$ cat src/rtl/mem_access_pkg.sv
// mem_access_pkg: op encodings, FSM states and lane helpers for mem_access_unit
package mem_access_pkg;
  localparam logic [2:0] OP_LW  = 3'd0;
  localparam logic [2:0] OP_SW  = 3'd1;
  localparam logic [2:0] OP_LB  = 3'd2;
  localparam logic [2:0] OP_LBU = 3'd3;
  localparam logic [2:0] OP_SB  = 3'd4;
  localparam logic [2:0] OP_LH  = 3'd5;
  localparam logic [2:0] OP_LHU = 3'd6;
  localparam logic [2:0] OP_SH  = 3'd7;
  localparam int BYTE_W = 8;
  localparam int HALF_W = 16;
  typedef enum logic [1:0] {IDLE, ACCESS, MERGE_WR, RESP} state_t;
  function automatic logic is_load(input logic [2:0] op);
    return !(op == OP_SW || op == OP_SB || op == OP_SH);
  endfunction
  function automatic logic misaligned(input logic [2:0] op, input logic [1:0] a);
    return (op == OP_LW || op == OP_SW) ? (a != 2'd0) :
           (op == OP_LH || op == OP_LHU || op == OP_SH) ? a[0] : 1'b0;
  endfunction
endpackage

$ cat src/rtl/byte_lane_align.sv
// byte_lane_align: little-endian lane extract/extend for loads and lane insert for byte/half stores
module byte_lane_align
  import mem_access_pkg::*;
(
  input  logic [2:0]  op,
  input  logic [1:0]  addr,
  input  logic [31:0] word,
  input  logic [31:0] wdata,
  output logic [31:0] ldata,
  output logic [31:0] merged
);
  logic [31:0] b_sh, h_sh, b_mask, h_mask;
  logic [BYTE_W-1:0] b;
  logic [HALF_W-1:0] h;
  always_comb begin
    b_sh   = word >> {addr, 3'b000};
    h_sh   = word >> {addr[1], 4'b0000};
    b      = b_sh[BYTE_W-1:0];
    h      = h_sh[HALF_W-1:0];
    b_mask = 32'h0000_00ff << {addr, 3'b000};
    h_mask = 32'h0000_ffff << {addr[1], 4'b0000};
    ldata  = op == OP_LB  ? {{24{b[7]}}, b} :
             op == OP_LBU ? {24'd0, b} :
             op == OP_LH  ? {{16{h[15]}}, h} :
             op == OP_LHU ? {16'd0, h} : word;
    merged = op == OP_SB ? (word & ~b_mask) | ({24'd0, wdata[7:0]} << {addr, 3'b000}) :
                           (word & ~h_mask) | ({16'd0, wdata[15:0]} << {addr[1], 4'b0000});
  end
endmodule

$ cat src/rtl/mem_access_unit.sv
// mem_access_unit: single-outstanding load/store unit with read-modify-write for byte/half stores
module mem_access_unit
  import mem_access_pkg::*;
#(
  parameter int ADDR_W = 32,
  parameter int DATA_W = 32
) (
  input  logic              clk,
  input  logic              rst,
  input  logic              req_valid,
  output logic              req_ready,
  input  logic [2:0]        req_op,
  input  logic [ADDR_W-1:0] req_addr,
  input  logic [DATA_W-1:0] req_wdata,
  output logic              resp_valid,
  output logic [DATA_W-1:0] resp_rdata,
  output logic              resp_err,
  output logic [ADDR_W-1:0] mem_adr,
  output logic [DATA_W-1:0] mem_wdata,
  output logic              mem_read,
  output logic              mem_write,
  input  logic [DATA_W-1:0] mem_rdata
);
  state_t state, state_n;
  logic [2:0] op_q;
  logic [ADDR_W-1:0] addr_q;
  logic [DATA_W-1:0] wdata_q, res_q, ldata, merged;
  logic err_q, sub_st;
  byte_lane_align u_align (
    .op(op_q), .addr(addr_q[1:0]), .word(mem_rdata), .wdata(wdata_q),
    .ldata(ldata), .merged(merged)
  );
  always_ff @(posedge clk or posedge rst) begin
    if (rst) begin
      state   <= IDLE;
      op_q    <= '0;
      addr_q  <= '0;
      wdata_q <= '0;
      res_q   <= '0;
      err_q   <= 1'b0;
    end else begin
      state <= state_n;
      if (state == IDLE && req_valid) begin
        op_q    <= req_op;
        addr_q  <= req_addr;
        wdata_q <= req_wdata;
        err_q   <= misaligned(req_op, req_addr[1:0]);
      end
      if (state == ACCESS) res_q <= sub_st ? merged : ldata;
    end
  end
  always_comb begin
    sub_st     = op_q == OP_SB || op_q == OP_SH;
    state_n    = state == IDLE     ? (req_valid ? (misaligned(req_op, req_addr[1:0]) ? RESP : ACCESS) : IDLE) :
                 state == ACCESS   ? (sub_st ? MERGE_WR : RESP) :
                 state == MERGE_WR ? RESP : IDLE;
    req_ready  = state == IDLE;
    resp_valid = state == RESP;
    resp_err   = state == RESP && err_q;
    resp_rdata = (state == RESP && !err_q && is_load(op_q)) ? res_q : '0;
    mem_adr    = (state == ACCESS || state == MERGE_WR) ? addr_q >> 2 : '0;
    mem_read   = state == ACCESS && op_q != OP_SW;
    mem_write  = (state == ACCESS && op_q == OP_SW) || state == MERGE_WR;
    mem_wdata  = (state == ACCESS && op_q == OP_SW) ? wdata_q : state == MERGE_WR ? res_q : '0;
  end
endmodule

$ cat config.mk
export PLATFORM = sky130hd
export DESIGN_NAME = mem_access_unit
export DESIGN_NICKNAME = d
export VERILOG_FILES = /design/src/rtl/mem_access_pkg.sv /design/src/rtl/byte_lane_align.sv /design/src/rtl/mem_access_unit.sv
export SDC_FILE = /design/constraint.sdc
export NUM_CORES = 1
export LEC_CHECK = 0
export ABC_AREA = 1
export CAP_MARGIN = 20
export CORE_AREA = 5 5 143 145
export DETAILED_ROUTE_END_ITERATION = 12
export DIE_AREA = 0 0 148 150
export DONT_BUFFER_PORTS = 1
export SYNTH_ARGS = -nofsm -noshare
export SYNTH_HDL_FRONTEND = slang
export SYNTH_HIERARCHICAL = 1
export SYNTH_SLANG_ARGS = --single-unit
$ cat constraint.sdc
create_clock -name clk -period 5.6 [get_ports clk]
set_input_delay 1.12 -clock clk [delete_from_list [all_inputs] [get_ports clk]]
set_output_delay 1.12 -clock clk [all_outputs]
set_load 0.01 [all_outputs]
======== Yosys cells after proc, flatten, opt, wreduce, memory -nomap -nowiden ========
Cells that the tools add are included.
storage, ports and cells
  register bits after elaboration ......... 102
  bits in latches ......................... 0
  bits in writable memories ............... 0
  bits in read-only memories .............. 0
  input port bits ......................... 102
  output and inout bits ................... 101
  logic and storage cells ................. 70
  memories ................................ 0
cells by class
  add/sub/neg operators ................... 0
  multiply operators ...................... 0
  div/mod/pow operators ................... 0
  order comparisons ....................... 0
  eq/ne operators ......................... 15
  shift-type cells ........................ 6
  multiplexer cells ....................... 18
  bitwise operators ....................... 6
  reductions and logical operators ........ 19
operators by type and width
  operator               number
  $mux 32                9
  $and 32x32->32         2
  $not 32->32            2
  $or 32x32->32          2
  $shl 16x5->32          1
  $shl 16x5->32 const A  1
  $shl 8x5->32           1
  $shl 8x5->32 const A   1
  $shr 32x5->16          1
  $shr 32x5->8           1
  $mux 30                1
  $eq 3x3->1 const B     7
  $mux 2                 5
  $logic_or 1x1->1       8
  $eq 3x1->1 const B     2
  $eq 3x2->1 const B     2
  $logic_and 1x1->1      6
  $eq 2x2->1 const B     2
  $logic_not 3->1        1
  $mux 1                 3
  $ne 3x1->1 const B     1
  $eq 2x1->1 const B     1
  $logic_not 1->1        2
  $logic_not 2->1        1
  $reduce_bool 2->1      1

======== Depth between registers and ports, before layout ========
  depth in word-level cells ............... 8
  depth in mapped cells ................... 12

======== Modules after synthesis ========
Netlist, hierarchy kept.
by module, submodules not included
  module           instances  cells each  area an instance (um^2)  seq. area each (um^2)
  mem_access_unit  1          811         5602.9                   2552.4
  byte_lane_align  1          411         1844.3                   0.0

======== Worst setup path before layout ========
Ideal clock, no wire load.
  path type ............................... reg-to-output
  from .................................... register state[1]
  to ...................................... output port mem_wdata[28]
  data arrival time ....................... 1.332 ns
  setup slack ............................. 3.148 ns
  stages on the path, launching flop included .. 9
  path buffers ............................ 3
  cell sequence ........................... dfrtp_1 inv_1 ha_1 buf_2 nand3_1 buf_6 buf_6 nor2_1 a21oi_1
on the way
  word-level cells in the longest chain between the ends .. 3
  elaborated cells between the ends (all ways) .. 5
  those cells by class .................... 2 x eq/ne; 2 x mux; 1 x reduce/logical
RTL lines
  item                                          RTL line               RTL
  from (decl)                                   mem_access_unit.sv:24  state_t state, state_n;
  from (signal assigned)                        mem_access_unit.sv:42  state <= state_n;
  $eq 2x2->1 or $eq 2x1->1 (tied branches)      mem_access_unit.sv:64  mem_wdata = (state == ACCESS && op_q == OP_SW) ? wdata_q : state == MERGE_WR ? res_q : '0;
  $mux 32 or $logic_and 1x1->1 (tied branches)  mem_access_unit.sv:64
  $mux 32 *                                     mem_access_unit.sv:64
  to (decl)                                     mem_access_unit.sv:19  output logic [DATA_W-1:0] mem_wdata,
Every way passes the cells marked *; elsewhere a longest branch is shown, timed or not.

======== Final worst setup path ========
  from .................................... register op_q[1]
  to ...................................... output port resp_rdata[4]
on the way
  word-level cells in the longest chain between the ends .. 6
  elaborated cells between the ends (all ways) .. 8
  those cells by class .................... 3 x eq/ne; 1 x mux; 4 x reduce/logical
RTL lines
  item                                      RTL line               RTL
  from (decl)                               mem_access_unit.sv:25  logic [2:0] op_q;
  from (signal assigned)                    mem_access_unit.sv:44  op_q <= req_op;
  $eq 3x1->1 or $eq 3x3->1 (tied branches)  mem_access_pkg.sv:15   return !(op == OP_SW || op == OP_SB || op == OP_SH);
  $logic_or 1x1->1                          mem_access_pkg.sv:15
  $logic_or 1x1->1 *                        mem_access_pkg.sv:15
  $logic_not 1->1 *                         mem_access_pkg.sv:15
  $logic_and 1x1->1 *                       mem_access_unit.sv:60  resp_rdata = (state == RESP && !err_q && is_load(op_q)) ? res_q : '0;
  $mux 32 *                                 mem_access_unit.sv:60
  to (decl)                                 mem_access_unit.sv:16  output logic [DATA_W-1:0] resp_rdata,
Marks and branches as above.

==> results.yml <==
routing:
  avgRoutedWirePerCell_um: 17.1
  drt_iter0_drc: 515
  vias_per_cell: 5.15
  ant_nets: 0
  routed_wl_mm: 24.1
  firstDrtPassIters: 5
  drc: 0
  vias: 7272
worst_setup_path:
  crit_chain: "nor2_1 -> nand2_2 -> nand4_2 -> nor2_1"
  startpoint_type: "flip-flop"
  cp.depth: 4
  cp_max_fo: 34
  cpMaxStageDelayCell: "nand4_2"
  cpLargestDelayFamily: "simple AND/OR/NAND/NOR gates"
  critical_path_class: "flip-flop to primary output"
  cp_common_cell: "nor2_1"
  arrival_ns: 2.76
  crit_buf_inv: 0
  r2r.worst_path.cells: 6
  required_ns: 4.48
  endpoint_kind: "primary output"
  cpPeakStageDelay_ns: 0.84
clock_tree:
  cts_buffers: 9
  cts.repair.resized: 0
  root_buffer: "clkbuf_16"
  cts_setup_buffers: 0
  tritoncts: "done"
  cts-htree-levels: 3
  holdBufCountCts: 0
  clkSinkCount: 102
  clockBufferDepth: 2
  clk_latency_ns: 0.35
  path_clk_slew_ns: 0.08
power_and_ir_drop:
  swShare: 0.536
  p_clk_frac: 0.132
  ir_drop_uv: 334
  power.internal_uw: 2180
  netSwitchingPower_uw: 2520
  power_frac_seq: 0.308
  power_density_mw_per_mm2: 610
  comb_power_share: 0.560
  p_leak_uw: 0.00434
synth:
  synth-compound-area-share: 0.141
  async_flop_share: 1.00
  synth_area_per_cell_sq_um: 6.09
  ys_warn_count: 6
  post_synth_and_or_nand_nor_area_fraction: 0.349
  synth_top_area_cell: "dfrtp_1"
  muxShareOfSynthArea: 0
  synth_edf_count: 0
  ys_top_cells_by_count: "nand2_1 (407), inv_1 (200), nand3_1 (115)"
  yosysUniqueCellTypes: 25
  synth_top_family_by_area: "simple AND/OR/NAND/NOR gates"
  yosys.area.top_type_share: 0.343
  synth.most_common_cell: "nand2_1"
  yosysSeqAreaShare: 0.343
  synth_xor_area_frac: 0
  synthFlopType: "dfrtp_1"
  synth_area_leaders: "dfrtp_1 (34%), nand2_1 (21%), inv_1 (10%), nand3_1 (7.7%), o21ai_0 (6.0%)"
  synthAdderAreaFrac: 0.00672
  synth_seq_cells: 102
  syn_inst: 1222
  syn_area_sq_mm: 0.00745
floorplanning:
  io_pins: 203
  die_h_um: 150
  die_w_um: 148
  rows: 51
  coreArea_sq_mm: 0.0191
  die_area_sq_mm: 0.0222
  initial_utilization: 0.390
global_route:
  grt_max_degree: 66
  track_usage: 0.214
  antenna_found_initial: 1
  grt_pass1_wl_mm: 37.6
  grt_pass1_vias: 6900
  gr-total-overflow: 0
timing:
  finalClockSkew_ns: 0.00978
  slew-limit-headroom: 0.337
  rsz0062_at_grt: "no"
  post-route-min-period_ns: 3.88
  max_freq_mhz: 258
  period_share: 0.692
  tightest_slew_ns: 0.993
  final-max-slew-violation-count: 0
  setup_viol: 0
  setup_tns_ns: 0
  hold_viol: 0
flow_run:
  cap_violations: 0
placed_design:
  portBuffers: 0
  place.gp.congestion: 0.902
  dp_hpwl_mm: 17.8
  dp_cells: 1394
hold_path:
  hold_class: "flip-flop to flip-flop"
  hold_depth: 2
cells_and_area:
  layout.nets: 1274
  area_growth_pct: 3.34
  stdcell_count: 1411
  drive_gt1_frac: 0.0529
  num-fill-cells: 2115
  n_antenna_cell: 0
run_status:
  status: "completed"
==> logic make-up (layout without fill, tap and decap cells) <==
family	after synthesis	count (layout)
buffers and inverters	279	229
AO/OA/AOI/OAI	196	196
AND/OR/NAND/NOR	640	640
adder cells (fa/ha/maj)	4	4
flip-flops	102	102
other	1	2
==> cell usage in the layout, fill, tap and decap left out, types with 2 or more instances in the layout <==
cell,instances
nor2_2,3
dfrtp_1,102
nand2_1,407
inv_1,199
o21ai_2,18
nand2_2,7
inv_2,4
conb_1,2
a21oi_1,42
inv_6,3
o21ai_0,89
nand3_1,114
clkbuf_16,9
o21ai_1,46
nand3_2,3
buf_4,7
nor2_1,103
ha_1,4
==> worst paths after layout <==
check                      slack [ns]                    start                 endpoint
setup / recovery                 1.72      op_q[1]$_DFFE_PP0P_            resp_rdata[4]
hold / removal                   0.48  wdata_q[24]$_DFFE_PP0P_  wdata_q[24]$_DFFE_PP0P_
setup reg to reg                 2.65       state[1]$_DFF_PP0_   wdata_q[5]$_DFFE_PP0P_
hold reg to reg                  0.48  wdata_q[24]$_DFFE_PP0P_  wdata_q[24]$_DFFE_PP0P_
max in group asynchronous        3.79                      rst     res_q[4]$_DFFE_PP0P_
min in group asynchronous        0.75                      rst  wdata_q[27]$_DFFE_PP0P_
==> registers in the layout (all words and copies together) (netlist names) <==
name	flops
err_q	1
res_q	32
state	2
op_q	3
wdata_q	32
addr_q	32
==> tightest hold or removal path: cells and delay by family, from the launching register on <==
| family | cells | cell delay [ns] |
|---|---|---|
| AND/OR/NAND/NOR | 2 | 0.10 |
| flip-flops | 1 | 0.35 |
==> power groups by stage <==
stage                     clock (uW)  combinational [uW]  sequential [uW]
after floorplan                    0                2160             1300
after global placement             0                2590             1450
after detailed placement           0                2630             1440
after CTS                        638                2630             1440
after global routing             669                3020             1490
final                            619                2630             1450
==> metrics by stage <==
stage | total power (uW) | setup WS, ns | instance area [sq um] | util | hold WS [ns]
4_1_cts | 4710 | 1.70 | 7680 | 0.403 | 0.486
5_1_grt | 5190 | 1.46 | 7700 | 0.403 | 0.501
3_3_place_gp | 4040 | 2.24 | 7390 | 0.387 | 0.463
2_1_floorplan | 3460 | 1.80 | 7450 | - | 0.449
3_5_place_dp | 4070 | 2.10 | 7390 | 0.387 | 0.465
6_report | 4700 | 1.72 | 7700 | 0.403 | 0.480
==> cell type report <==
cell class,count,area (sq um),share of cell area
clock buffer,10,239,0.0311
clock inverter,6,51.3,0.00667
inverter,205,772,0.100
multi-input combinational,842,3720,0.483
sequential,102,2550,0.332
tap,238,298,0.0387
timing repair buffer,8,67.6,0.00878
==> layer usage <==
metal	up-vias	part of all wire	global-route usage
li1	3621	-	-
met3	56	0.082	0.0642
met4	2	0.040	0.0891
met5	-	0.00054	0
met1	3325	0.41	0.262
met2	268	0.47	0.352
(Power assumes the default switching activity.)
